[config.mk]
export PLATFORM = sky130hd
export DESIGN_NAME = sgd_update
export DESIGN_NICKNAME = d
export VERILOG_FILES = /design/src/rtl/sgd_update_pkg.sv /design/src/rtl/sgd_fx_step.sv /design/src/rtl/sgd_update.sv
export SDC_FILE = /design/constraint.sdc
export NUM_CORES = 2
export LEC_CHECK = 0
export CORE_MARGIN = 4
export CORE_UTILIZATION = 30
export CTS_CLUSTER_DIAMETER = 30
export DETAILED_ROUTE_END_ITERATION = 7
export PLACE_DENSITY_LB_ADDON = 0.25
export SYNTH_ARGS = -nofsm -noshare
export SYNTH_HDL_FRONTEND = slang
export SYNTH_HIERARCHICAL = 1
export SYNTH_SLANG_ARGS = --single-unit
[constraint.sdc]
create_clock -name clk -period 10 [get_ports clk]
set_input_delay 2 -clock clk [delete_from_list [all_inputs] [get_ports clk]]
set_output_delay 2 -clock clk [all_outputs]
set_load 0.01 [all_outputs]
[src/rtl/sgd_update_pkg.sv]
// Shared definitions for the SGD update block: FSM states, fixed-point
// limits and the request/response payloads of a memory handle.
package sgd_update_pkg;

    localparam int unsigned ADDR_W  = 16;
    localparam int unsigned DATA_W  = 32;
    localparam int unsigned CNT_W   = 16;
    localparam int unsigned FX_FRAC = 16;

    localparam logic [DATA_W-1:0] FX_MAX = 32'h7FFF_FFFF;
    localparam logic [DATA_W-1:0] FX_MIN = 32'h8000_0000;

    typedef enum logic [2:0] {
        IDLE,
        RD_G,
        RD_P,
        CALC,
        WR_P,
        DONE
    } state_t;

    // Block -> memory side of a handle.
    typedef struct packed {
        logic              r_en;
        logic              w_en;
        logic              avail;
        logic              write_through;
        logic [ADDR_W-1:0] ptr;
        logic [DATA_W-1:0] data_store;
    } mem_req_t;

    // Memory -> block side of a handle.
    typedef struct packed {
        logic [DATA_W-1:0] data_load;
        logic              done;
    } mem_rsp_t;

endpackage

[src/rtl/sgd_fx_step.sv]
// One saturating fixed-point SGD step: result = sat32(p - ((lr * g) >>> FRAC_BITS)).
// Ports: p, g, lr (signed Q15.16 words) in; result word and overflow flag out.
module sgd_fx_step #(
    parameter int unsigned FRAC_BITS = 16
) (
    input  logic [31:0] p,
    input  logic [31:0] g,
    input  logic [31:0] lr,
    output logic [31:0] result,
    output logic        ovf
);

    localparam logic signed [48:0] DIFF_MAX = 49'sd2147483647;
    localparam logic signed [48:0] DIFF_MIN = -49'sd2147483648;

    logic signed [63:0] prod;
    logic signed [48:0] step;
    logic signed [48:0] diff;

    // 49 bits holds sext(p) minus any 48-bit shifted product without wrap.
    always_comb begin
        prod = 64'($signed(lr)) * 64'($signed(g));
        step = 49'(prod >>> FRAC_BITS);
        diff = 49'($signed(p)) - step;
        if (diff > DIFF_MAX) begin
            result = 32'h7FFF_FFFF;
            ovf    = 1'b1;
        end else if (diff < DIFF_MIN) begin
            result = 32'h8000_0000;
            ovf    = 1'b1;
        end else begin
            result = diff[31:0];
            ovf    = 1'b0;
        end
    end

endmodule

[src/rtl/sgd_update.sv]
// Applies p[i] <- p[i] - lr*g[i] over a parameter region, reading the gradient
// region and writing each updated parameter back in place.
// Ports: clk, rst_l (sync, active-high); g/p memory handles (req out, rsp in,
// region bounds in); lr, go in; done, busy, sat, count out.
module sgd_update
    import sgd_update_pkg::*;
#(
    parameter int unsigned FRAC_BITS = FX_FRAC,
    parameter logic [31:0] LR_RESET  = 32'h0000_0000
) (
    input  logic              clk,
    input  logic              rst_l,
    input  logic [ADDR_W-1:0] g_region_begin,
    input  logic [ADDR_W-1:0] g_region_end,
    input  mem_rsp_t          g_rsp,
    output mem_req_t          g_req,
    input  logic [ADDR_W-1:0] p_region_begin,
    input  mem_rsp_t          p_rsp,
    output mem_req_t          p_req,
    input  logic [31:0]       lr,
    input  logic              go,
    output logic              done,
    output logic              busy,
    output logic              sat,
    output logic [CNT_W-1:0]  count
);

    state_t            state_q, state_d;
    logic [31:0]       lr_q, lr_d;
    logic [CNT_W-1:0]  n_q, n_d;
    logic [31:0]       grad_q, grad_d;
    logic [31:0]       par_q, par_d;
    logic [31:0]       new_q, new_d;
    logic              sat_q, sat_d;
    logic [CNT_W-1:0]  count_q, count_d;
    logic              done_q, done_d;
    logic              busy_q, busy_d;
    logic              g_r_en_q, g_r_en_d, g_avail_q, g_avail_d;
    logic [ADDR_W-1:0] g_ptr_q, g_ptr_d;
    logic              p_r_en_q, p_r_en_d, p_w_en_q, p_w_en_d;
    logic              p_avail_q, p_avail_d, p_wt_q, p_wt_d;
    logic [ADDR_W-1:0] p_ptr_q, p_ptr_d;

    logic [31:0]       step_res_c;
    logic              step_ovf_c;
    logic [CNT_W-1:0]  n_c;
    logic              last_c;

    sgd_fx_step #(.FRAC_BITS(FRAC_BITS)) u_step (
        .p      (par_q),
        .g      (grad_q),
        .lr     (lr_q),
        .result (step_res_c),
        .ovf    (step_ovf_c)
    );

    // Next-state and next-output logic.
    always_comb begin
        state_d   = state_q;
        lr_d      = lr_q;
        n_d       = n_q;
        grad_d    = grad_q;
        par_d     = par_q;
        new_d     = new_q;
        sat_d     = sat_q;
        count_d   = count_q;
        g_r_en_d  = g_r_en_q;
        g_avail_d = g_avail_q;
        g_ptr_d   = g_ptr_q;
        p_r_en_d  = p_r_en_q;
        p_w_en_d  = p_w_en_q;
        p_avail_d = p_avail_q;
        p_wt_d    = p_wt_q;
        p_ptr_d   = p_ptr_q;
        n_c       = g_region_end - g_region_begin;
        last_c    = (count_q == n_q - CNT_W'(1));

        case (state_q)
            IDLE: begin
                if (go) begin
                    lr_d    = lr;
                    n_d     = n_c;
                    g_ptr_d = g_region_begin;
                    p_ptr_d = p_region_begin;
                    sat_d   = 1'b0;
                    count_d = '0;
                    if (n_c == '0) begin
                        state_d = DONE;
                    end else begin
                        state_d   = RD_G;
                        g_r_en_d  = 1'b1;
                        g_avail_d = 1'b1;
                    end
                end
            end
            RD_G: begin
                if (g_rsp.done) begin
                    grad_d    = g_rsp.data_load;
                    g_ptr_d   = g_ptr_q + ADDR_W'(1);
                    g_r_en_d  = 1'b0;
                    g_avail_d = 1'b0;
                    p_r_en_d  = 1'b1;
                    p_avail_d = 1'b1;
                    state_d   = RD_P;
                end
            end
            RD_P: begin
                if (p_rsp.done) begin
                    par_d     = p_rsp.data_load;
                    p_r_en_d  = 1'b0;
                    p_avail_d = 1'b0;
                    state_d   = CALC;
                end
            end
            CALC: begin
                new_d     = step_res_c;
                sat_d     = sat_q | step_ovf_c;
                p_w_en_d  = 1'b1;
                p_avail_d = 1'b1;
                // count_q is the element index, so this is ptr == begin + N - 1.
                p_wt_d    = last_c;
                state_d   = WR_P;
            end
            WR_P: begin
                if (p_rsp.done) begin
                    p_w_en_d  = 1'b0;
                    p_avail_d = 1'b0;
                    p_wt_d    = 1'b0;
                    p_ptr_d   = p_ptr_q + ADDR_W'(1);
                    count_d   = count_q + CNT_W'(1);
                    if (last_c) begin
                        state_d = DONE;
                    end else begin
                        g_r_en_d  = 1'b1;
                        g_avail_d = 1'b1;
                        state_d   = RD_G;
                    end
                end
            end
            DONE: begin
                if (!go) begin
                    state_d = IDLE;
                end
            end
            default: state_d = IDLE;
        endcase

        done_d = (state_d == DONE);
        busy_d = (state_d != IDLE) && (state_d != DONE);
    end

    // State and output registers; synchronous reset abandons any transfer.
    always_ff @(posedge clk) begin
        if (rst_l) begin
            state_q   <= IDLE;
            lr_q      <= LR_RESET;
            n_q       <= '0;
            grad_q    <= '0;
            par_q     <= '0;
            new_q     <= '0;
            sat_q     <= 1'b0;
            count_q   <= '0;
            done_q    <= 1'b0;
            busy_q    <= 1'b0;
            g_r_en_q  <= 1'b0;
            g_avail_q <= 1'b0;
            g_ptr_q   <= '0;
            p_r_en_q  <= 1'b0;
            p_w_en_q  <= 1'b0;
            p_avail_q <= 1'b0;
            p_wt_q    <= 1'b0;
            p_ptr_q   <= '0;
        end else begin
            state_q   <= state_d;
            lr_q      <= lr_d;
            n_q       <= n_d;
            grad_q    <= grad_d;
            par_q     <= par_d;
            new_q     <= new_d;
            sat_q     <= sat_d;
            count_q   <= count_d;
            done_q    <= done_d;
            busy_q    <= busy_d;
            g_r_en_q  <= g_r_en_d;
            g_avail_q <= g_avail_d;
            g_ptr_q   <= g_ptr_d;
            p_r_en_q  <= p_r_en_d;
            p_w_en_q  <= p_w_en_d;
            p_avail_q <= p_avail_d;
            p_wt_q    <= p_wt_d;
            p_ptr_q   <= p_ptr_d;
        end
    end

    // Pack registered handle fields; the gradient handle never writes.
    always_comb begin
        g_req               = '0;
        g_req.r_en          = g_r_en_q;
        g_req.avail         = g_avail_q;
        g_req.ptr           = g_ptr_q;
        p_req               = '0;
        p_req.r_en          = p_r_en_q;
        p_req.w_en          = p_w_en_q;
        p_req.avail         = p_avail_q;
        p_req.write_through = p_wt_q;
        p_req.ptr           = p_ptr_q;
        p_req.data_store    = new_q;
    end

    assign done  = done_q;
    assign busy  = busy_q;
    assign sat   = sat_q;
    assign count = count_q;

endmodule

==> impl_metrics.toml <==
[timing]
fin_crit_ns = 10.37
setup_viol = 32
hold_viol = 0
fin_setup_tns_ns = -10.24
relSlewSlack_pct = 23.6
holdWs_ns = 0.460
fin_crit_sh_pct = 104
fin_ws_ns = -0.372
final_max_slew_viol_count = 0
worst_pin_slew_ns = 1.14
max_freq_ghz = 0.0964
grt_setup_unrepaired = "true"
finClkSkew_ns = 0.0556

[critical_path]
path_common_cell = "fa_1"
path_buf_inv = 10
rr_worst_depth = 40
crit_type = "register to register"
arrival_ns = 10.88
start_kind = "register"
max_stage_delay_ns = 0.59
cp_max_fo = 9
r2r-end = "new_q[0]"
crit_required_ns = 10.51
reg2reg_from = "lr_q[10]"
cpLargestDelayFamily = "adder cells"
regToRegSetupSlack_ns = -0.37
crit_path_end_kind = "register"
worst_path_max_delay_cell = "fa_1"

[status]
failed_checks = "negative setup slack"
status = "finished, violations left"

[cts]
cts_tree = "done"
numCtsBuffers = 81
htree_levels = 3
clk_pin_slew_ns = 0.04
clockRootBuffer = "clkbuf_16"
clock_latency_ns = 0.67
cts-hold-fix-buffers = 0
clockBufferDepth = 3
clock-sinks = 203

[synth]
syn_area_sq_um = 49200
syn_avg_cell_area_sq_um = 8.73
yosysWarnings = 6
ys.flop_type = "dfxtp_1"
synth_edf_count = 0
ys_seq_area_share_pct = 8.26
synth.ff_latch_count = 203
syn_inst = 5635
post_synth_num_cell_types = 108
async_flop_share_pct = 0

[power]
comb_power_share_pct = 49.7
power.switching_mw = 2.75
p_int_mw = 4.25
power.density_nw_per_um2 = 111
p_clk_share_pct = 37.1
vdd_drop_max_mv = 0.113
pwr-share-seq_pct = 13.2
leakage_nw = 29.7
switching_share_pct = 39.3

[detailed_routing]
wl_mm = 161
first_iter_violations = 2190
route.met2.wl_mm = 77.2
wl_per_cell_um = 18.7
first_pass_iters = 8
wl_met1_mm = 72.2
ant_nets = 0
met3_length_mm = 7.54
vias = 40291
drc = 0
vias_per_cell = 4.69
highest_layer = "met4"

[cells_and_area]
final_cell_mix = "1,056 x fa_1, 1,053 x inv_1, 824 x nand2_1"
final_common_cell = "fa_1"
final_cells = 8591
finish.net_count = 7818
syn2layout_area_growth_pct = 28.3
fill_cells = 16592
drive_above_1_share_pct = 17.4

[die]
fp.dieW_um = 413
initial_core_util_pct = 30.2
dieArea_sq_um = 171000
core_region_area_sq_um = 163000
die_h_um = 413
num_io_pins = 272
rows = 148

[grt]
gr-usage-all-layers_pct = 19.1
grt_pass1_vias = 43237
grt_max_degree = 79
grt-ovfl-total = 0
grt_pass1_wl_mm = 254
antenna_found_initial = 14

[job]
maxCapViolations = 0

[placed_design]
place_hpwl_mm = 134
gp_congestion = 0.881
io_buffers = 237
dp.cells = 8357

[hold_path]
hold_depth = 2
min-delay-start = "par_q[20]"
hold_path_class = "register to register"
holdPathEnd = "par_q[20]"
-- worst min-delay path: stages, from the launching register on --
cell and delay [ns]:
dfxtp_1 0.30, nand2_1 0.05, a21oi_1 0.05
-- state kept, by name, indices dropped and copies added, names as in the netlist, 3 cells and up --
signal   count
count       16
g_ptr_q     16
grad_q      32
lr_q        32
n_q         16
new_q       32
p_ptr_q     16
par_q       32
state_q      3
-- cell families (layout without fill, tap and decap cells) --
logic type | after synthesis | after routing | synth area share (%)
flip-flops | 203 | 203 | 8.26
XOR/XNOR | 132 | 132 | 2.37
multiplexers | 4 | 4 | 0.0865
adder cells (fa/ha/maj) | 1330 | 1330 | 50.4
other | 1 | 47 | 0.00762
buffers and inverters | 1416 | 2150 | 11.3
AO/OA/AOI/OAI | 685 | 685 | 8.80
AND/OR/NAND/NOR | 1864 | 1865 | 18.8
-- final cells by class --
| cell class | instances | area, sq um | area share, % |
|---|---|---|---|
| Clock inverter | 41 | 536 | 0.849 |
| Inverter | 1066 | 4000 | 6.34 |
| Clock buffer | 106 | 2310 | 3.66 |
| Sequential cell | 203 | 4110 | 6.51 |
| Antenna cell | 13 | 32.5 | 0.0516 |
| Timing Repair Buffer | 937 | 8640 | 13.7 |
| Multi-Input combinational cell | 4050 | 40800 | 64.6 |
| Tap cell | 2175 | 2720 | 4.31 |
-- layer usage --
layer / up-vias / global-route usage [%]
met5: - / 0
met2: 879 / 31.6
met4: 0 / 5.15
met1: 20705 / 26.2
li1: 18534 / -
met3: 173 / 2.53
-- power groups by stage --
stage               registers (mW)  logic, mW  clock network [mW]
global placement             0.931       3.09                   0
detailed placement           0.932       3.08                   0
floorplan                    0.918       1.77                   0
global route                 0.930       3.78                2.70
CTS                          0.922       3.33                2.66
finish                       0.924       3.48                2.60
-- per-stage QoR --
step,setup slack (ns),cell area (sq um),total power [mW],utilization [%]
finish,-0.372,63100,7.01,38.7
global route,-0.815,63100,7.41,38.7
CTS,-0.211,62300,6.91,38.3
detailed placement,-0.846,58200,4.01,35.7
global placement,-0.849,58200,4.02,35.7
floorplan,0.0427,49400,2.69,-
-- what timing repair did --
| item | in CTS | in global routing |
|---|---|---|
| cloned | 6 | 3 |
| pin swaps | 96 | 116 |
| setup buffers | 38 | 31 |
| resized for setup | 217 | 105 |
| endpoints found under the setup margin | 33 | 33 |
-- synthesized netlist by cell type (all sizes together) (27+ instances only) --
library cell | number | area share, %
dfxtp | 203 | 8.3
xor2 | 57 | 1.0
o21ai | 101 | 1.0
nand2b | 28 | 0.36
nand4 | 48 | 0.64
and2 | 580 | 7.4
inv | 1066 | 8.1
nand3 | 59 | 0.60
a21o | 51 | 0.78
o211ai | 27 | 0.43
xnor2 | 75 | 1.3
a21oi | 306 | 3.2
nor3 | 32 | 0.35
nand2 | 832 | 6.4
ha | 247 | 6.3
clkbuf | 276 | 2.1
a211oi | 31 | 0.49
nor2 | 166 | 1.3
buf | 74 | 1.1
fa | 1083 | 44
-- worst max path at each step --
| stage | depth (start not counted) | start | endpoint | slack, ns |
|---|---|---|---|---|
| after floorplan | 42 | grad_q[5] | new_q[29] | 0.04 |
| after global placement | 42 | lr_q[9] | new_q[13] | -0.85 |
| after detailed placement | 45 | lr_q[9] | new_q[18] | -0.85 |
| after CTS | 41 | grad_q[2] | new_q[5] | -0.21 |
| after global routing | 44 | grad_q[9] | new_q[0] | -0.82 |
| final | 40 | lr_q[10] | new_q[0] | -0.37 |
(Power assumes the default switching activity.)
